File: config.mk
export PLATFORM = sky130hd
export DESIGN_NAME = systolic_ofmap_deskew
export DESIGN_NICKNAME = d
export VERILOG_FILES = /design/src/rtl/systolic_ofmap_deskew.sv
export SDC_FILE = /design/constraint.sdc
export NUM_CORES = 1
export LEC_CHECK = 0
export BUFFER_PORTS_ARGS = -buffer_cell sky130_fd_sc_hd__buf_2
export CAP_MARGIN = 30
export CORE_ASPECT_RATIO = 0.8
export CORE_MARGIN = 2
export CORE_UTILIZATION = 58
export DETAILED_ROUTE_END_ITERATION = 7
export PLACE_DENSITY = 0.79
export SETUP_SLACK_MARGIN = 0.1
export SLEW_MARGIN = 20
export SYNTH_ARGS = -nofsm -noshare
export SYNTH_HDL_FRONTEND = slang
export SYNTH_SLANG_ARGS = --single-unit
File: constraint.sdc
create_clock -name clk -period 5.9 [get_ports clk]
set_clock_uncertainty 0.1 [all_clocks]
set_input_delay 1.18 -clock clk [delete_from_list [all_inputs] [get_ports clk]]
set_output_delay 1.18 -clock clk [all_outputs]
set_load 0.005 [all_outputs]
File: src/rtl/systolic_ofmap_deskew.sv
// systolic_ofmap_deskew: realigns the diagonally skewed bottom-row partial sums of a
// systolic array into whole rows and buffers them in a small FIFO drained over valid/ready.
module systolic_ofmap_deskew #(
    parameter int unsigned OFMAP_WIDTH = 32,
    parameter int unsigned ARRAY_WIDTH = 4,
    parameter int unsigned FIFO_DEPTH  = 4
) (
    input  logic                                      clk,
    input  logic                                      rst_n,
    input  logic                                      enable,
    input  logic                                      ofmap_valid_in,
    input  logic [ARRAY_WIDTH-1:0][OFMAP_WIDTH-1:0]   ofmap_in,
    output logic [ARRAY_WIDTH-1:0][OFMAP_WIDTH-1:0]   ofmap_out,
    output logic                                      ofmap_valid,
    input  logic                                      ofmap_ready,
    output logic                                      full,
    output logic [$clog2(FIFO_DEPTH):0]               count,
    output logic                                      overflow,
    input  logic                                      clear_overflow
);

    localparam int unsigned PtrW = $clog2(FIFO_DEPTH);
    localparam int unsigned CntW = PtrW + 1;

    typedef logic [ARRAY_WIDTH-1:0][OFMAP_WIDTH-1:0] row_t;

    row_t                    aligned_row;
    logic [ARRAY_WIDTH-2:0]  vld_q;
    row_t                    mem_q [FIFO_DEPTH];
    logic [PtrW-1:0]         wptr_q, rptr_q;
    logic [CntW-1:0]         count_q, count_d;
    logic                    overflow_q, overflow_d;
    logic                    push, pop, accept, drop;

    // Column j is delayed by ARRAY_WIDTH-1-j enabled cycles; the last column passes live.
    for (genvar j = 0; j < ARRAY_WIDTH - 1; j++) begin : g_skew
        localparam int unsigned Depth = ARRAY_WIDTH - 1 - j;
        logic [OFMAP_WIDTH-1:0] pipe_q [Depth];

        // Enable-gated shift of this column's skew registers (data needs no reset).
        always_ff @(posedge clk) begin
            if (enable) begin
                pipe_q[0] <= ofmap_in[j];
                for (int k = 1; k < int'(Depth); k++) begin
                    pipe_q[k] <= pipe_q[k-1];
                end
            end
        end

        assign aligned_row[j] = pipe_q[Depth-1];
    end
    assign aligned_row[ARRAY_WIDTH-1] = ofmap_in[ARRAY_WIDTH-1];

    // Row-valid marker travels alongside column 0 through the skew window.
    always_ff @(posedge clk) begin
        if (!rst_n) begin
            vld_q <= '0;
        end else if (enable) begin
            vld_q[0] <= ofmap_valid_in;
            for (int k = 1; k < int'(ARRAY_WIDTH) - 1; k++) begin
                vld_q[k] <= vld_q[k-1];
            end
        end
    end

    assign ofmap_valid = (count_q != '0);
    assign full        = (count_q == CntW'(FIFO_DEPTH));
    assign count       = count_q;
    assign overflow    = overflow_q;
    // Gate the head so the output reads zero whenever nothing is buffered.
    assign ofmap_out   = ofmap_valid ? mem_q[rptr_q] : '0;

    // Push/pop decode and next-state for count and the sticky overflow flag.
    always_comb begin
        push       = enable & vld_q[ARRAY_WIDTH-2];
        pop        = ofmap_valid & ofmap_ready;
        // A full FIFO still accepts when the head leaves on the same edge.
        accept     = push & (~full | pop);
        drop       = push & full & ~pop;
        count_d    = count_q;
        overflow_d = overflow_q;
        unique case ({accept, pop})
            2'b10:   count_d = count_q + CntW'(1);
            2'b01:   count_d = count_q - CntW'(1);
            default: count_d = count_q;
        endcase
        if (drop) begin
            overflow_d = 1'b1;
        end else if (clear_overflow) begin
            overflow_d = 1'b0;
        end
    end

    // FIFO pointers, occupancy and overflow state.
    always_ff @(posedge clk) begin
        if (!rst_n) begin
            wptr_q     <= '0;
            rptr_q     <= '0;
            count_q    <= '0;
            overflow_q <= 1'b0;
        end else begin
            if (accept) wptr_q <= wptr_q + PtrW'(1);
            if (pop)    rptr_q <= rptr_q + PtrW'(1);
            count_q    <= count_d;
            overflow_q <= overflow_d;
        end
    end

    // Row storage; contents are only observable through the gated head.
    always_ff @(posedge clk) begin
        if (rst_n && accept) begin
            mem_q[wptr_q] <= aligned_row;
        end
    end

endmodule

==> impl_results.rst <==
.. list-table::
   :header-rows: 1

   * - Metric
     - Value
   * - Outcome
     - complete, no violations
   * - Remaining Overflow, GRT
     - 0
   * - Class of the worst hold path
     - reg2reg
   * - Min Clock Period, post-route
     - 4.05 ns
   * - Synthesis-stage register bit count
     - 717
   * - Post-layout power
     - 0.0105 W
   * - Proportion of layout cells with a drive suffix above 1
     - 36.2%
   * - Clock insertion delay at the later pin of the skew report
     - 0.61 ns
   * - FMAX
     - 247 MHz
   * - Post-synthesis area per instance
     - 24.0 um2
   * - Die extent in x
     - 239 um
   * - Total wirelength of the detailed-routed design
     - 46000 um
   * - Number of hold buffers added after cts
     - 0
   * - Synth Cell Area
     - 0.0257 mm2
   * - Critical R2R Launch
     - count[0]$_SDFFE_PN0P_
   * - Global-route wire length before repair
     - 69100 um
   * - Final weighted congestion in routability-driven placement
     - 0.725
   * - Synth area leaders
     - edfxtp_1 (82%), mux4_2 (11%), and2_1 (3.3%)
   * - Max incr delay on CP
     - 0.72 ns
   * - I/O Pins
     - 268
   * - Pin count of the biggest net entering global routing
     - 101
   * - Delay-heaviest family, CP
     - flip-flops
   * - Detailed-routing iteration count for the pre-antenna-repair pass
     - 4
   * - Number of nets in the finished design
     - 1524
   * - WS Path Type
     - reg2out
   * - Final Instance Area
     - 0.0298 mm2
   * - Remaining max-slew budget at the tightest pin
     - 37.5%
   * - YS warnings
     - 0
   * - Standard cell with the maximum stage delay on the critical path
     - dfxtp_4
   * - Placed wire-length estimate after detailed placement
     - 26800 um
   * - Routed len/inst
     - 23.0 um
   * - Mapped Cells
     - 1073
   * - FP Rows
     - 68
   * - Cell type contributing the most total cell area after synthesis
     - edfxtp_1
   * - Final clock period utilization by the worst path
     - 68.6%
   * - Number of violations reported at the end of detailed-routing iteration 0
     - 840
   * - Clock sinks
     - 717
   * - Worst endpoint data arrival time
     - 2.77 ns
   * - Critical Path, Cell by Cell
     - buf_12, mux4_2, and2_1, buf_2
   * - Buffers plus inverters on the worst setup path
     - 2
   * - Initial standard-cell utilization of the core
     - 59.2%
   * - Critical register-to-register path endpoint
     - mem_q[1][92]$_DFFE_PP_
   * - Power per Cell Area
     - 352 mW/mm2
   * - Number of design rule violations left after detail routing
     - 0
   * - Vertical die dimension
     - 192 um
   * - Synth-to-Final Area Change
     - 16.1%
   * - Placed instance area
     - 0.0278 mm2
   * - Worst hold endpoint
     - g_skew[0].pipe_q[0][64]$_DFFE_PP_
   * - Number of enable flip-flop cells after synthesis
     - 704
   * - Cell depth of the worst min-delay path
     - 0
   * - Htree depth
     - 3
   * - Maximum buffer depth of the clock tree
     - 3
   * - Number of fill cells
     - 2634
   * - Async set-reset flop share out of synthesis
     - 0%
   * - Max-cap check violation count
     - 0
   * - Final count of negative-setup-slack endpoints
     - 0
   * - Antenna violations before repair
     - 8
   * - TritonCTS buffer count
     - 66
   * - Count of instances resized after the clock tree is built
     - 0
   * - Endpoint kind of the worst setup timing path
     - output port
   * - Share of Yosys cell area claimed by the top area cell type
     - 82.3%
   * - Post-CTS setup buffer count
     - 0
   * - TritonCTS clock tree
     - yes
   * - Unrepaired setup endpoints after global routing
     - false
   * - Final max-slew violation count
     - 0
   * - Root cell of the clock tree
     - clkbuf_16
   * - Total Negative Setup Slacks
     - 0 ns
   * - Crit path required time
     - 4.62 ns
   * - Number of global-route vias before repair
     - 11400
   * - Die footprint
     - 0.0460 mm2
   * - Startpoint class of the critical path
     - flop
   * - Post-synth net total
     - 1212
   * - Most instantiated flip-flop cell in the synthesis netlist
     - edfxtp_1
   * - HP Start
     - g_skew[0].pipe_q[0][32]$_DFFE_PP_
   * - Area of the core region
     - 0.0434 mm2
   * - I/O Buffers
     - 267
   * - Clock transition at the registers of the reported paths
     - 0.06 ns
   * - Maximum VDD drop
     - 267 uV
   * - Max Fanout on Critical Path
     - 54
   * - Leakage power
     - 10.2 nW
   * - Final Hold Fails
     - 0
   * - Vias after detailed routing
     - 11300
   * - Vias per inst
     - 5.63
   * - Distinct cell type count of the synthesized netlist
     - 28
   * - Slew at the pin with the worst max-slew slack
     - 0.938 ns
   * - Worst setup slack for register-to-register paths
     - 3.19 ns
   * - GRT Util Overall
     - 20.6%
   * - Worst r2r path cells
     - 4
   * - Part of the Yosys area used for sequential elements
     - 83.3%
   * - Post-route antenna net violation count
     - 0
-- layout by cell type (no fill, tap or decap), types with 2 or more instances in the layout --
cell / synthesis / routed
buf_4: 6 / 15
clkinv_2: 0 / 13
buf_12: 0 / 6
ha_1: 4 / 4
dfxtp_4: 0 / 2
clkinv_1: 0 / 14
clkbuf_1: 16 / 11
o21ai_0: 2 / 2
nand2_1: 4 / 4
inv_1: 6 / 6
clkinvlp_4: 0 / 2
diode_2: 0 / 5
bufinv_16: 0 / 3
clkbuf_16: 0 / 66
nor2b_1: 3 / 3
buf_2: 21 / 266
and3_4: 0 / 4
mux2i_1: 4 / 4
edfxtp_1: 704 / 704
inv_6: 0 / 6
mux4_2: 128 / 128
xnor2_1: 4 / 4
nand3_1: 3 / 3
dfxtp_1: 13 / 11
and2_1: 136 / 136
clkbuf_8: 0 / 2
-- how the worst max path moves through the flow --
stage	endpoint	cells after the start	from
global route	ofmap_out[32]	4	flop
finish	ofmap_out[19]	4	flop
floorplan	mem_q[0][0]$_DFFE_PP_	4	enable
CTS	ofmap_out[40]	4	flop
detailed placement	mem_q[1][83]$_DFFE_PP_	5	enable
global placement	mem_q[1][97]$_DFFE_PP_	5	enable
-- report_power, final --
group / internal, W / switching (W)
Clock: 0.00221 / 0.00176
Sequential: 0.00573 / 0.0000814
Combinational: 0.000360 / 0.000350
Total: 0.00830 / 0.00219
-- sequential cells by signal, indices dropped and copies added (netlist names), named ones only --
register / flops
count: 3
g_skew.pipe_q: 192
mem_q: 512
overflow: 1
rptr_q: 2
vld_q: 3
wptr_q: 2
-- cell families after synthesis --
logic type / Yosys count / synth area share [%]
AOI/OAI and AO/OA: 8 / 0.248
DFF: 717 / 83.3
buffers and inverters: 51 / 0.935
xor gates and xnor gates: 4 / 0.136
and+or+nand+nor: 156 / 3.76
adders and majority gates: 5 / 0.273
muxes: 132 / 11.4
-- per-stage QoR --
step	setup WS, ns	util (%)	instances	hold WS (ns)
after global routing	1.64	68.8	1997	0.320
final	1.85	68.8	2000	0.316
after global placement	2.17	64.1	1876	0.301
after floorplan	0.555	-	1073	0.300
after CTS	1.75	68.7	1994	0.317
after detailed placement	2.11	64.1	1876	0.305
-- Yosys cell counts, drive strengths merged (3+ instances only) --
master and number:
and3 5, nand3 3, and2 136, buf 29, inv 6, edfxtp 704, mux4 128, dfxtp 13
nand2 4, clkbuf 16, nor2b 3, xnor2 4, mux2i 4, ha 4
-- final cells by class --
type / count / area [um2] / area share, %
sequential: 717 / 21400 / 71.7
multi-input combinational: 305 / 4080 / 13.7
timing repair buffer: 289 / 1610 / 5.38
clock inverter: 40 / 300 / 1.01
inverter: 6 / 22.5 / 0.0755
tap: 560 / 701 / 2.35
antenna: 5 / 12.5 / 0.0419
clock buffer: 78 / 1710 / 5.72
-- routing by layer --
metal / GRT usage, % / wire (um)
met1: 29.0 / 19000
met2: 32.1 / 22800
met4: 6.54 / 906
met3: 5.72 / 3280
met5: 0 / 63
No activity file was read; power rests on OpenSTA's default activity.
